===== config.mk =====
export PLATFORM = sky130hd
export DESIGN_NAME = writeback_stage
export DESIGN_NICKNAME = d
export VERILOG_FILES = /design/src/rtl/wb_pkg.sv /design/src/rtl/wb_load_queue.sv /design/src/rtl/writeback_stage.sv
export SDC_FILE = /design/constraint.sdc
export NUM_CORES = 1
export LEC_CHECK = 0
export CAP_MARGIN = 5
export CORE_ASPECT_RATIO = 0.8
export CORE_MARGIN = 2
export CORE_UTILIZATION = 50
export CTS_CLUSTER_DIAMETER = 100
export DETAILED_ROUTE_END_ITERATION = 7
export GPL_ROUTABILITY_DRIVEN = 1
export PLACE_DENSITY = 0.83
export SETUP_SLACK_MARGIN = 0.15
export SLEW_MARGIN = 20
export SYNTH_ARGS = -nofsm -noshare
export SYNTH_HDL_FRONTEND = slang
export SYNTH_HIERARCHICAL = 1
export SYNTH_SLANG_ARGS = --single-unit

===== constraint.sdc =====
create_clock -name clk -period 9.3 [get_ports clk]
set_input_delay 1.86 -clock clk [delete_from_list [all_inputs] [get_ports clk]]
set_output_delay 1.86 -clock clk [all_outputs]
set_load 0.01 [all_outputs]

===== src/rtl/wb_pkg.sv =====
// Shared types and constants for the writeback stage and its load queue.
// Data words are numbered big-endian: data bit 0 is the MSB, bit DW-1 is the LSB.
// In the RTL the vectors are declared [DW-1:0], so data bit i is Verilog bit DW-1-i
// and the right-justified byte (data bits 56..63) is Verilog [7:0].
package wb_pkg;

  localparam int DW = 64;
  localparam int AW = 5;

  // Load size encodings
  localparam logic [1:0] SZ_B = 2'b00;
  localparam logic [1:0] SZ_H = 2'b01;
  localparam logic [1:0] SZ_W = 2'b10;
  localparam logic [1:0] SZ_D = 2'b11;

  // One queued load; live=0 means a younger ALU write superseded it
  typedef struct packed {
    logic          live;
    logic [AW-1:0] rd;
    logic [DW-1:0] data;
  } lq_entry_t;

  // Extend right-justified load data to a full register value
  function automatic logic [DW-1:0] ld_extend(input logic [1:0] size,
                                              input logic       sext,
                                              input logic [DW-1:0] d);
    logic [DW-1:0] r;
    r = d;
    case (size)
      SZ_B:    r = {{(DW-8){sext & d[7]}},   d[7:0]};
      SZ_H:    r = {{(DW-16){sext & d[15]}}, d[15:0]};
      SZ_W:    r = {{(DW-32){sext & d[31]}}, d[31:0]};
      default: r = d;
    endcase
    return r;
  endfunction

endpackage


===== src/rtl/wb_load_queue.sv =====
// Circular FIFO of pending loads. Each entry carries a live bit that a
// younger ALU write to the same rd clears; cancelled entries keep their slot.
module wb_load_queue
  import wb_pkg::*;
#(
  parameter int DEPTH = 2,
  localparam int PW = $clog2(DEPTH),
  localparam int CW = PW + 1
) (
  input  logic          clk,
  input  logic          reset,
  input  logic          push,
  input  lq_entry_t     push_entry,
  input  logic          pop,
  input  logic          cancel_en,
  input  logic [AW-1:0] cancel_rd,
  output lq_entry_t     head,
  output logic [CW-1:0] count
);

  lq_entry_t     mem [DEPTH];
  logic [PW-1:0] wr_ptr;
  logic [PW-1:0] rd_ptr;

  // Entry storage: cancel matching entries, then write the pushed entry
  // (a same-edge push lands in a free slot, so it is never cancelled here)
  always_ff @(posedge clk) begin
    if (reset) begin
      for (int i = 0; i < DEPTH; i++) begin
        mem[i].live <= 1'b0;
      end
    end else begin
      for (int i = 0; i < DEPTH; i++) begin
        if (cancel_en && (mem[i].rd == cancel_rd)) begin
          mem[i].live <= 1'b0;
        end
      end
      if (push) begin
        mem[wr_ptr] <= push_entry;
      end
    end
  end

  // Pointers wrap naturally because DEPTH is a power of two
  always_ff @(posedge clk) begin
    if (reset) begin
      wr_ptr <= '0;
      rd_ptr <= '0;
    end else begin
      if (push) wr_ptr <= wr_ptr + 1'b1;
      if (pop)  rd_ptr <= rd_ptr + 1'b1;
    end
  end

  // Occupancy: simultaneous push and pop leaves it unchanged
  always_ff @(posedge clk) begin
    if (reset) begin
      count <= '0;
    end else begin
      case ({push, pop})
        2'b10:   count <= count + 1'b1;
        2'b01:   count <= count - 1'b1;
        default: count <= count;
      endcase
    end
  end

  assign head = mem[rd_ptr];

endmodule


===== src/rtl/writeback_stage.sv =====
// Writeback stage: merges the never-stalling ALU pipe and the queued load pipe
// into one registered register-file write, with ALU priority and WAW cancel.
//
// Load handshake: a load transfers at a rising edge where ld_valid and ld_ready
// are both 1. ld_ready depends only on the current occupancy (count < DEPTH),
// not on whether the queue pops at the same edge.
module writeback_stage
  import wb_pkg::*;
#(
  parameter int DEPTH = 2,
  localparam int CW = $clog2(DEPTH) + 1
) (
  input  logic          clk,
  input  logic          reset,
  input  logic          alu_valid,
  input  logic [AW-1:0] alu_rd,
  input  logic [DW-1:0] alu_data,
  input  logic          ld_valid,
  output logic          ld_ready,
  input  logic [AW-1:0] ld_rd,
  input  logic [1:0]    ld_size,
  input  logic          ld_sext,
  input  logic [DW-1:0] ld_data,
  output logic          wr_en,
  output logic [AW-1:0] wr_addr,
  output logic [DW-1:0] wr_data,
  output logic [CW-1:0] lq_count
);

  localparam logic [CW-1:0] FULL_COUNT = CW'(DEPTH);

  lq_entry_t push_entry;
  lq_entry_t head;
  logic      push;
  logic      pop;
  logic      alu_kill;

  // An ALU write to a real register supersedes older loads to that register
  assign alu_kill = alu_valid && (alu_rd != '0);

  assign ld_ready = (lq_count < FULL_COUNT);
  assign push     = ld_valid && ld_ready;
  assign pop      = !alu_valid && (lq_count != '0);

  // A load accepted alongside an ALU write to the same rd is older, so it is dead on arrival
  always_comb begin
    push_entry      = '0;
    push_entry.live = !(alu_kill && (ld_rd == alu_rd));
    push_entry.rd   = ld_rd;
    push_entry.data = ld_extend(ld_size, ld_sext, ld_data);
  end

  wb_load_queue #(.DEPTH(DEPTH)) u_lq (
    .clk        (clk),
    .reset      (reset),
    .push       (push),
    .push_entry (push_entry),
    .pop        (pop),
    .cancel_en  (alu_kill),
    .cancel_rd  (alu_rd),
    .head       (head),
    .count      (lq_count)
  );

  // Write port register: ALU first, then queue head, else idle with address/data held
  always_ff @(posedge clk) begin
    if (reset) begin
      wr_en   <= 1'b0;
      wr_addr <= '0;
      wr_data <= '0;
    end else if (alu_valid) begin
      wr_en   <= (alu_rd != '0);
      wr_addr <= alu_rd;
      wr_data <= alu_data;
    end else if (pop) begin
      wr_en   <= head.live && (head.rd != '0);
      wr_addr <= head.rd;
      wr_data <= head.data;
    end else begin
      wr_en   <= 1'b0;
    end
  end

endmodule

Yosys cells after proc, flatten, opt, wreduce, memory -nomap -nowiden:

Memories as Yosys holds them, arrays and structs flattened. A register that Yosys moved wholly into a read port is not among the register bits.
Cells that the tools add are included.

* register bits: 74
* memory bits (writable): 140
* input bits: 145
* memories kept: 1

* add/sub/neg operators: 4
* order comparisons: 1
* equal/unequal tests: 7
* mux-type cells: 23
* bitwise logic cells: 5
* reductions and logical operators: 15

Memories
* u_lq.mem: depth 2, bits a word 70, rd ports 3, clocked after Yosys merged registers in 1, write ports 3, RTL line wb_load_queue.sv:21 `lq_entry_t mem [DEPTH];`

Operator list (count)
* 64-bit one-hot mux with 3 select lines: 1
* 64-bit 2-to-1 mux: 2
* 1-bit 2-to-1 mux: 17
* 5-bit == test: 3
* 5-bit 2-to-1 mux: 2
* 5-bit nonzero test: 2
* 1-bit logical AND: 7
* 2-bit nonzero test: 3
* 2-bit by 1-bit == test with 1-bit output, second input constant: 2
* 2-bit == test, second input constant: 2
* 2-bit one-hot mux with 2 select lines: 1
* 1-bit AND: 3
* 1-bit adder, second input constant: 2
* 2-bit by 1-bit adder with 2-bit output, second input constant: 1
* 1-bit logical NOT: 2
* 2-bit logical NOT: 1
* 2-bit less-than comparator, second input constant: 1
* 1-bit OR: 2
* 2-bit by 1-bit subtractor with 2-bit output, second input constant: 1

Depth between registers and ports, before layout:

* depth in word-level cells: 7
* gate-level depth with buffers: 7
* mapped depth without buffers: 6

By module:

The synthesis kept the hierarchy.

By module, submodules not included
* wb_load_queue: times used 1, cells each 257, area an instance 5387.7 µm², seq. area each 4304.1 µm²
* writeback_stage: times used 1, cells each 420, area an instance 4194.0 µm², seq. area each 1401.3 µm²

Worst setup path after synthesis:

No wires, ideal clock.

* path kind: input to register
* start point: input port ld_valid
* end point: memory u_lq/mem[0][69] in the netlist's numbering (data pin)
* library setup time: 166 ps
* arrival: 7366 ps
* data required time: 9134 ps
* slack: 1767 ps
* cell stages on the path: 4
* path buffers: 0
* cell sequence: nor2b_1 > inv_1 > nor3_1 > and2_1

RTL lines
* from (decl): RTL line writeback_stage.sv:18 `input logic ld_valid,`
* to (decl): RTL line wb_load_queue.sv:21

Worst setup path in the final report:

* start point: input port alu_valid
* end point: register wr_data[55]

* word-level cells in the longest chain between the ends: 3
* elaborated cells between the ends (all ways): 4
* those cells by class: mux: 1; reduce/logical: 3

Ends and longest elaborated chain
* from (decl): RTL line writeback_stage.sv:15 `input logic alu_valid,`
* 1-bit logical NOT: RTL line writeback_stage.sv:43 `assign pop = !alu_valid && (lq_count != '0);`
* 1-bit logical AND: RTL line writeback_stage.sv:43
* 2-bit nonzero test (no source line)
* to (signal assigned): RTL line writeback_stage.sv:74 `wr_data <= alu_data;`
* to (signal assigned): RTL line writeback_stage.sv:78 `wr_data <= head.data;`
* to (decl): RTL line writeback_stage.sv:26 `output logic [DW-1:0] wr_data,`

Several ways; a longest one is shown, not always the timed one.
A chain may end at the register's enable or synchronous reset.

==> reports/metrics.cfg <==
[pwr]
power.total_w=0.003027
vdd_drop_max_uv=141.5
power_density_nw_per_um2=243.2
power_leakage_nw=4.711

[route]
wl_per_cell_um=19.24
drt_wl_total_um=21990
firstDrtPassIters=5
vias_per_cell=5.455
drt_iter0_markers=352
num_vias=6235
drtAntennaViolNets=0
drc_errors=0

[floorplanning]
std_cell_rows=45
dieArea_sq_um=20290
coreArea_sq_um=18860
start_util=0.5080
pin_count=218
die_w_um=158.8
die_y_um=127.8

[critical_path]
r2r-start=u_lq/count[0]
r2r_end=wr_data[55]
critPathKind=input pin to register
startpoint_type=input pin
required_ns=9.71
crit_end=wr_data[55]
r2r_cells=4
startpoint=alu_valid
regToRegSetupSlack_ns=6.61
arrival_ns=4.35
cp-end-kind=register
crit_fanout=66

[cts]
hold_buffers=0
cts-htree-levels=1
cts_resized=0
tritoncts=done
clkSinkCount=215
cts_setup_buffers=0
clk_pin_slew_ns=0.06
cts_buffers=22
insertion_delay_ns=0.50
cts_root_buffer=clkbuf_16
clk_path_buf_depth=3

[timing]
rsz0062_at_grt=no
fin_crit_ns=3.931
fin_skew_ns=0.01286
slew_headroom=0.2737
fin_setup_tns_ns=0
finalHoldViolations=0
finalMaxSlewViolations=0
setup_ws_ns=5.369
worstMarginPinSlew_ns=1.089
fmax_mhz=254.4
setup_viol=0
post-route-period-util=0.4227

[yosys]
syn_inst=677
yosys_warnings=6
ys_types=41
synth.net_count=823
ys_ff_latch=215
ys_seq_area_frac=0.5955
async_reset_ff_frac=0
synth-edff-count=140
syn_area_sq_um=9582
synth_area_per_cell_sq_um=14.15
synth_top_flop_cell=edfxtp_1

[place]
dp_hpwl_um=13990
placed_area_sq_um=11760
routabilityCongestion=0.7844
io_buffers=217
preCtsSetupSlack_ns=4.869

[final_layout]
drive_gt1_frac=0.2039
fillers=1396
final_net_count=1013
final_cell_mix=clkdlybuf4s50_1 (214), edfxtp_1 (140), dfxtp_1 (74), nor2_1 (70), mux2_2 (70)
fin_area_sq_um=12450
syn2layout_area_growth_pct=29.92
final_common_cell=clkdlybuf4s50_1
fin_util=0.6600

[hold_path]
worstHoldPathType=register to register

[status]
status=finished, final reports clean

[global_route]
grt_max_degree=72
grt_pass1_wl_um=34090
groute.usage.overall=0.2125
grt_antenna_before_repair=1
grt_pass1_vias=6230
grt_remaining_overflow=0

[flow_run]
cap_viol_max_count=0

-- metal layers --
metal | GRT usage | vias to the layer above | part of all wire
met4 | 0.05397 | 0 | 0.019
met3 | 0.04400 | 33 | 0.061
met2 | 0.3506 | 207 | 0.47
met5 | 0 | - | 0
li1 | - | 2935 | -
met1 | 0.2905 | 3060 | 0.45
-- cell type report --
type,instances,area (sq um),area share
diodes,2,5.005,0.0004021
clock buffers,38,683.2,0.05488
clock inverters,2,10.01,0.0008041
inverters,4,15.01,0.001206
multi-input cells,399,3481,0.2796
flip-flops and latches,215,5709,0.4586
well taps,258,322.8,0.02593
repair buffers,225,2222,0.1785
-- critical path, stage by stage --
cell      delay (ns)
buf_4           0.45
or3_4           0.76
buf_4           0.77
nor2_1          0.14
a211oi_2        0.24
-- cells by family (layout without fill, tap and decap cells) --
family	count (synthesis)	in the layout	share of synthesized area
AOI/OAI and AO/OA	138	138	0.1433
xor gates and xnor gates	19	19	0.01737
adders and majority gates	1	1	0.001306
buffers and inverters	63	269	0.04244
DFF	215	215	0.5955
muxes	135	135	0.1502
other	0	2	0
and+or+nand+nor	106	106	0.05001
-- worst min-delay path by stage --
stage	from	end	slack [ns]	cells past startpoint
3_3_place_gp	u_lq/rd_ptr	register	0.49	2
3_5_place_dp	u_lq/rd_ptr	register	0.50	2
2_1_floorplan	u_lq/rd_ptr	register	0.48	2
5_1_grt	wr_data[9]	wr_data[9]	0.56	2
6_report	u_lq/rd_ptr	register	0.53	2
4_1_cts	u_lq/rd_ptr	register	0.53	2
-- flip-flops by register name, indices dropped and copies added (netlist names), named ones only --
name,flops
wr_data,64
u_lq/wr_ptr,1
u_lq/rd_ptr,1
wr_en,1
u_lq/mem,140
wr_addr,5
u_lq/count,2
-- cells in the mapped netlist (2+ instances only) --
master	count	area (sq um)
edfxtp_1	140	4204
dfxtp_1	75	1501
mux2_2	70	788.3
nor2_1	70	262.8
mux2i_1	65	650.6
a211oi_2	64	800.8
a211o_1	32	280.3
buf_2	18	90.09
clkbuf_1	18	67.56
a21o_1	16	120.1
xnor2_1	12	105.1
buf_6	10	112.6
o21ai_0	10	50.05
nand2_1	9	33.78
buf_4	7	52.55
xor2_1	7	61.31
nor2b_1	6	37.54
nor3_1	6	30.03
a211oi_1	5	37.54
o21a_1	5	37.54
buf_8	4	60.06
inv_1	4	15.01
or4_1	3	22.52
a21oi_1	2	10.01
and2_1	2	12.51
nand3_1	2	10.01
-- report_power, final --
group / switching, W / internal [W] / total, W
sequential: 0.000121 / 0.00119 / 0.00131
clock: 0.000351 / 0.000497 / 0.000848
combinational: 0.000406 / 0.000462 / 0.000868
total: 0.000878 / 0.00215 / 0.00303
-- through the flow --
stage,std cells,hold WS (ns)
detailed placement,1101,0.5047
global route,1142,0.5560
finish,1143,0.5281
CTS,1141,0.5301
global placement,1101,0.4935
floorplan,677,0.4806
Power figures use the tool's default switching activity.
